### src/rtl/issue_scoreboard.sv
// ID-stage issue controller: per-register countdown scoreboard plus control-transfer sequencing.
// Define ISSUE_SCOREBOARD_FORWARD_EN when an EX/MEM bypass exists.
module issue_scoreboard #(
    parameter int unsigned LAT_ALU  = 2,
    parameter int unsigned LAT_LOAD = 3,
    parameter int unsigned CNT_W    = 2
) (
    input  logic        clk,
    input  logic        reset,
    input  logic        id_valid,
    input  logic [4:0]  id_rs1,
    input  logic [4:0]  id_rs2,
    input  logic        id_uses_rs1,
    input  logic        id_uses_rs2,
    input  logic [4:0]  id_rd,
    input  logic        id_reg_write,
    input  logic        id_is_load,
    input  logic        id_is_ctrl,
    input  logic        ex_resolved,
    input  logic        ex_redirect,
    output logic        stall,
    output logic        issue_nop,
    output logic        flush_if,
    output logic        issue,
    output logic [31:0] busy_mask
);

    typedef enum logic [1:0] {StIdle, StWaitRes, StFlush} state_e;

    state_e           state_q;
    logic [CNT_W-1:0] timer_q [1:31];
    logic [CNT_W-1:0] timer_d [1:31];
    logic [31:0]      hz_vec;
    logic             raw_hz;
    logic             arm;
    logic [CNT_W-1:0] arm_lat;

`ifdef ISSUE_SCOREBOARD_FORWARD_EN
    // With the bypass, any live timer blocks; only loads arm one.
    localparam logic [CNT_W-1:0] HzMin = '0;
    assign arm     = issue && id_reg_write && id_is_load;
    assign arm_lat = CNT_W'(1);
`else
    // A timer of 1 is the write-back cycle; the register file writes through, so it does not block.
    localparam logic [CNT_W-1:0] HzMin = CNT_W'(1);
    assign arm     = issue && id_reg_write;
    assign arm_lat = id_is_load ? CNT_W'(LAT_LOAD) : CNT_W'(LAT_ALU);
`endif

    always_comb begin
        hz_vec    = '0;
        busy_mask = '0;
        for (int i = 1; i < 32; i++) begin
            hz_vec[i]    = timer_q[i] > HzMin;
            busy_mask[i] = timer_q[i] != '0;
        end
    end

    assign raw_hz = (id_uses_rs1 && hz_vec[id_rs1]) || (id_uses_rs2 && hz_vec[id_rs2]);

    // Outputs are forced low while reset is held; issue_nop only marks a held instruction.
    assign stall     = !reset && id_valid && (raw_hz || state_q != StIdle);
    assign issue     = !reset && id_valid && !stall;
    assign issue_nop = !reset && id_valid && !issue;
    assign flush_if  = (state_q == StFlush);

    always_comb begin
        logic [CNT_W-1:0] dec;
        dec = '0;
        for (int i = 1; i < 32; i++) begin
            dec = (timer_q[i] != '0) ? timer_q[i] - CNT_W'(1) : '0;
            // Max rule keeps a younger, faster write from hiding an older, slower one.
            timer_d[i] = (arm && id_rd == 5'(i) && arm_lat > dec) ? arm_lat : dec;
        end
    end

    always_ff @(posedge clk or posedge reset) begin
        if (reset) begin
            for (int i = 1; i < 32; i++) timer_q[i] <= '0;
        end else begin
            for (int i = 1; i < 32; i++) timer_q[i] <= timer_d[i];
        end
    end

    always_ff @(posedge clk or posedge reset) begin
        if (reset) begin
            state_q <= StIdle;
        end else begin
            unique case (state_q)
                StIdle:    if (issue && id_is_ctrl) state_q <= StWaitRes;
                StWaitRes: if (ex_resolved) state_q <= ex_redirect ? StFlush : StIdle;
                StFlush:   state_q <= StIdle;
                default:   state_q <= StIdle;
            endcase
        end
    end

endmodule
### config.mk
export PLATFORM = sky130hd
export DESIGN_NAME = issue_scoreboard
export DESIGN_NICKNAME = d
export VERILOG_FILES = /design/src/rtl/issue_scoreboard.sv
export SDC_FILE = /design/constraint.sdc
export NUM_CORES = 1
export LEC_CHECK = 0
export ABC_AREA = 1
export BUFFER_PORTS_ARGS = -buffer_cell sky130_fd_sc_hd__buf_2
export CELL_PAD_IN_SITES_DETAIL_PLACEMENT = 0
export CELL_PAD_IN_SITES_GLOBAL_PLACEMENT = 1
export CORE_UTILIZATION = 42
export DETAILED_ROUTE_END_ITERATION = 10
export GPL_ROUTABILITY_DRIVEN = 0
export PLACE_DENSITY_LB_ADDON = 0.08
export SLEW_MARGIN = 20
export SYNTH_ARGS = -nofsm -noshare
export SYNTH_HDL_FRONTEND = slang
export SYNTH_SLANG_ARGS = --single-unit
### constraint.sdc
create_clock -name clk -period 4.9 [get_ports clk]
set_input_delay 0.98 -clock clk [delete_from_list [all_inputs] [get_ports clk]]
set_output_delay 0.98 -clock clk [all_outputs]
set_load 0.05 [all_outputs]
Yosys cells after proc, flatten, opt, wreduce, memory -nomap -nowiden:

Cells that the tools add are included.

* flip-flop bits (word level): 64
* input port bits: 25
* output and inout port bits: 36
* logic and storage cells: 342

* add/sub/neg operators: 31
* order comparisons: 64
* eq/ne operators: 35
* mux-type cells: 71
* reductions and logical operators: 109

Operators by type and width (count)
* 2-bit 2-to-1 mux: 65
* 5-bit equality test (second input constant): 16
* 1-bit logical AND: 70
* 2-bit nonzero test: 32
* 2-bit by 1-bit > comparator with 1-bit output (second input constant): 31
* 2-bit > comparator: 31
* 2-bit by 1-bit subtractor with 2-bit output (second input constant): 31
* 5-bit by 4-bit equality test with 1-bit output (second input constant): 8
* 5-bit by 3-bit equality test with 1-bit output (second input constant): 4
* 5-bit by 6-bit less-than comparator with 1-bit output (second input constant): 2
* 1-bit binary-select mux with 5-bit select: 2
* 5-bit by 2-bit equality test with 1-bit output (second input constant): 2
* 5-bit by 1-bit equality test with 1-bit output (second input constant): 1
* 2-bit inequality test (second input constant): 2
* 2-bit case mux with 2 select lines: 1
* 1-bit zero test: 3
* 1-bit 2-to-1 mux: 3
* 2-bit by 1-bit equality test with 1-bit output (second input constant): 1
* 2-bit equality test (second input constant): 1
* 2-bit zero test: 1
* 1-bit logical OR: 2
* 2-bit AND reduction: 1

Logic depth before layout (Yosys ltp):

* word-level depth: 13
* mapped depth: 16
* gate-level depth less buffers: 13

Worst setup path after synthesis:

No wires, ideal clock.

* kind: input to output
* start: input port reset
* end: output port stall
* data arrival time: 3.806 ns
* required time: 3.920 ns
* slack: 0.114 ns
* stages: 7
* buffers on the path: 2
* cells stage by stage: inv_1 > nand2_1 > inv_1 > buf_1 > nand2_1 > inv_1 > buf_4

* longest elaborated chain between the ends: 3

Ends and longest elaborated chain
* from (decl): line 9 `input logic reset,`
* 1-bit zero test (no line)
* 1-bit logical AND (2 in series): line 62 `assign stall = !reset && id_valid && (raw_hz || state_q != StIdle);`
* to (decl): line 21 `output logic stall,`

No other way between the ends.

Final worst setup path:

* start: input port id_rs2[0]
* end: output port issue

* longest elaborated chain between the ends: 8

Ends and longest elaborated chain
* from (decl): line 12 `input logic [4:0] id_rs2,`
* 1-bit binary-select mux with 5-bit select: line 59 `assign raw_hz = (id_uses_rs1 && hz_vec[id_rs1]) || (id_uses_rs2 && hz_vec[id_rs2]);`
* 1-bit 2-to-1 mux (implied by the code): line 59
* 1-bit logical AND: line 59
* 1-bit logical OR: line 59
* 1-bit logical OR: line 62
* 1-bit logical AND: line 62
* 1-bit zero test: line 63 `assign issue = !reset && id_valid && !stall;`
* 1-bit logical AND: line 63
* to (decl): line 24 `output logic issue,`

No other way between the ends. The select of a mux whose other input is x is not followed.

==> metrics.md <==
| Metric | Value |
|---|---|
| Start point of the worst min-delay path | timer_q[4] |
| Reg-to-reg slack, setup | 2.53 ns |
| Slew Limit Headroom | 0.386 |
| Post-CTS clock slew at the launch and capture registers of the worst setup and hold paths | 0.08 ns |
| Number of cells upsized or downsized after cts | 0 |
| Worst Setup Start Kind | input port |
| FF+latch area | 1600 um2 |
| Fraction of the mapped netlist area in adder cells | 0.0819 |
| Synthesized instance count | ~690 |
| Number of hold-repair buffers added at the cts stage | 0 |
| Setup-violating endpoint count in the final report | 0 |
| Violation count after the first detailed-routing iteration | 321 |
| R2R depth | 12 |
| Site row count | 38 |
| Worst hold slack after final layout | 0.510 ns |
| Number of top-level pins | 61 |
| Dpl hpwl | just under 10,000 um |
| Max-slew violations | 0 |
| Multiplexer fraction of the synthesized cell area | 0 |
| Die footprint | 11,700 um2 |
| Reg-to-reg critical path startpoint | timer_q[15] |
| Synthesized area | 4730 um2 |
| Global-route wire length before repair | 22,700 um |
| Post-DR wirelength/cell | 16.3 um |
| RSZ-0062 raised after global routing | false |
| Starting Density | 0.435 |
| Initial antenna violation count | 0 |
| Fill cell count | 1,110 |
| Clock sink total | 64 |
| Port bufs | 59 |
| Max-Cap Viols | 0 |
| Share of flip-flops with an asynchronous set or reset after synthesis | 1.00 |
| Syn nets | 741 |
| Core Box Area | between 10,000 and 15,000 um2 |
| # DRC | 0 |
| Peak Freq | 288 MHz |
| Horizontal extent of the die | 108 um |
| End point of the most critical hold path | timer_q[5] |
| GRT Overall Usage | 0.258 |
| Setup TNS | 0 ns |
| Cell type with the largest total area after synthesis | dfrtp_1 |
| Die boundary height | between 100 and 150 um |
| Leakage power of the design | 3.02 nW |
| Post-synthesis register bit count | 64 |
| Average cell area after synthesis | 6.91 um2 |
| Synth top area share | 0.338 |
| Via total after detailed routing | about 4,700 |
| Num CTS Buffers | 9 |
| Crit. End Element | primary output |
| Top cells by area, synth | dfrtp_1, nand2_1, ha_1, nor2_1, nand4_1 |
| Vias in the first global route | 4,421 |
| Final critical delay including setup and external delays | 3.47 ns |
| Peak supply drop | 0.000175 V |
| Result of the run | completed |
| Number of library cell types mapped by synthesis | 24 |
| CTS H-tree depth | 3 |
| Endpoint required time on the critical path | 3.92 ns |
| Arrival time of the worst setup path | 2.49 ns |
| Total setup buffers inserted after CTS | 0 |
| Simple-gate portion of the synthesized area | 0.466 |
| Final wirelength | 14,200 um |
| Final hold violations | 0 |
| Vias/cell | approximately 5.4 |
| Largest family of logic cells by synthesized area | simple AND/OR/NAND/NOR gates |
| Leading register cell type out of synthesis | dfrtp_1 |
| Pin count of the biggest net entering global routing | 65 |
| Layout cells sized above 1 | 0.177 |
| Period Utilization, post-route | 0.708 |
| ANT cells | 0 |
| Synthesized-area fraction occupied by ao, oa, aoi and oai cells | 0.0211 |
| Pre-antenna DRT Iters | 5 |
| Pin slew with the least headroom to its limit | 0.919 ns |
| Multi-input gate area | 2700 um2 |
| Yosys warns | 0 |
| Number of buffers on the longest clock path | 2 |
| Reg-to-reg critical path endpoint | timer_q[54] |
| DP Worst Slack | 1.42 ns |
| CTS tree | done |
| Clock latency at the later pin of the worst-skew pair | 0.37 ns |
| Path class of the lowest-slack min-delay path | flip-flop to flip-flop |
| Post-synthesis xor/xnor area fraction | 0 |
| Clk_skew | between 0.007 and 0.008 ns |
| Overall power of the completed layout | 1.17 mW |
| Post-synth EDFFs | 0 |
| Finished Core Util | 0.479 |
| Portion of the post-synthesis area used by sequential elements | 0.338 |
| Buffer cell driving the clock tree root | clkbuf_8 |
| Area growth from synthesis to final layout | 10.2% |
| Global-route congestion overflow total | 0 |
| Final net count | 786 |
| Post-route worst setup slack | 1.43 ns |
| Path type of the worst setup path | input port to primary output |
| Critical-path maximum fanout | 17 |
| Number of nets with antenna violations after routing | 0 |
| Cell Pwr Density | 224 nW/um2 |
| Hold Path Cell Cnt | 2 |
## logic make-up (layout without fill, tap and decap cells)
group | after synthesis | after routing
other cells | 1 | 1
simple gates | 483 | 483
compound gates | 20 | 20
fa+ha+maj | 31 | 31
buf+inv | 86 | 135
flops | 64 | 64
## report_power, final
part           total [mW]  switching, mW  internal (mW)
Sequential          0.532        0.00213          0.530
Clock               0.458          0.223          0.235
Combinational       0.177          0.136         0.0408
## critical path: stages
cell and delay, ns:
buf_2 0.29, inv_4 0.15, nand2_1 0.08, nand3_1 0.07, nand3_1 0.10, nand3_1 0.08
nand2_1 0.08, nand2_1 0.06, nand3_2 0.09, nand3_2 0.13, nor2_4 0.11, buf_2 0.26
## state kept, by name, summed over array words and instances (netlist names)
name	cells
state_q	2
timer_q	62
## cells in the mapped netlist, types with 3 or more instances
master    count
buf_2        10
buf_4         3
buf_6        11
clkbuf_1      5
dfrtp_1      64
ha_1         31
inv_1        51
nand2_1     212
nand2_2       5
nand3_1      53
nand3_2       3
nand4_1      58
nand4_2       4
nor2_1       99
nor3_1       13
nor4_1        3
o21ai_0      19
or2_2        31
## through the flow
step / cell area, um2 / instances
2_1_floorplan: 4730 / 685
5_1_grt: 5220 / 874
3_5_place_dp: 5030 / 859
6_report: 5220 / 874
3_3_place_gp: 5030 / 859
4_1_cts: 5220 / 874
## layer usage
metal  track usage  up-vias  part of all wire
met3        0.0500       13             0.053
li1              -     2336                 -
met1         0.357     2226              0.49
met2         0.402      132              0.45
met5             0        -                 0
met4        0.0861        0             0.012
## final cells by class
class                           instances  area share
Clock buffer                           13      0.0343
Clock inverter                          2     0.00240
Inverter                               55      0.0405
Multi-Input combinational cell        535       0.517
Sequential cell                        64       0.307
Tap cell                              140      0.0336
Timing Repair Buffer                   65      0.0652
## worst max path at each step
stage	slack [ns]	depth (start not counted)	endpoint	startpoint
after global placement	1.43	12	issue	id_rs2[0]
after CTS	1.42	12	issue	id_rs2[0]
after floorplan	0.11	7	stall	reset
after detailed placement	1.42	12	issue	id_rs2[0]
final	1.43	12	issue	id_rs2[0]
after global routing	1.26	12	issue	id_rs2[0]
## cell usage in the layout, fill, tap and decap left out, types with 19 or more instances in the layout
master,Yosys,final
ha_1,31,31
o21ai_0,19,19
or2_2,31,31
nand4_1,58,58
nand3_1,53,53
nor2_1,99,99
dfrtp_1,64,64
buf_2,10,59
nand2_1,212,212
inv_1,51,50
Power figures use the tool's default switching activity.
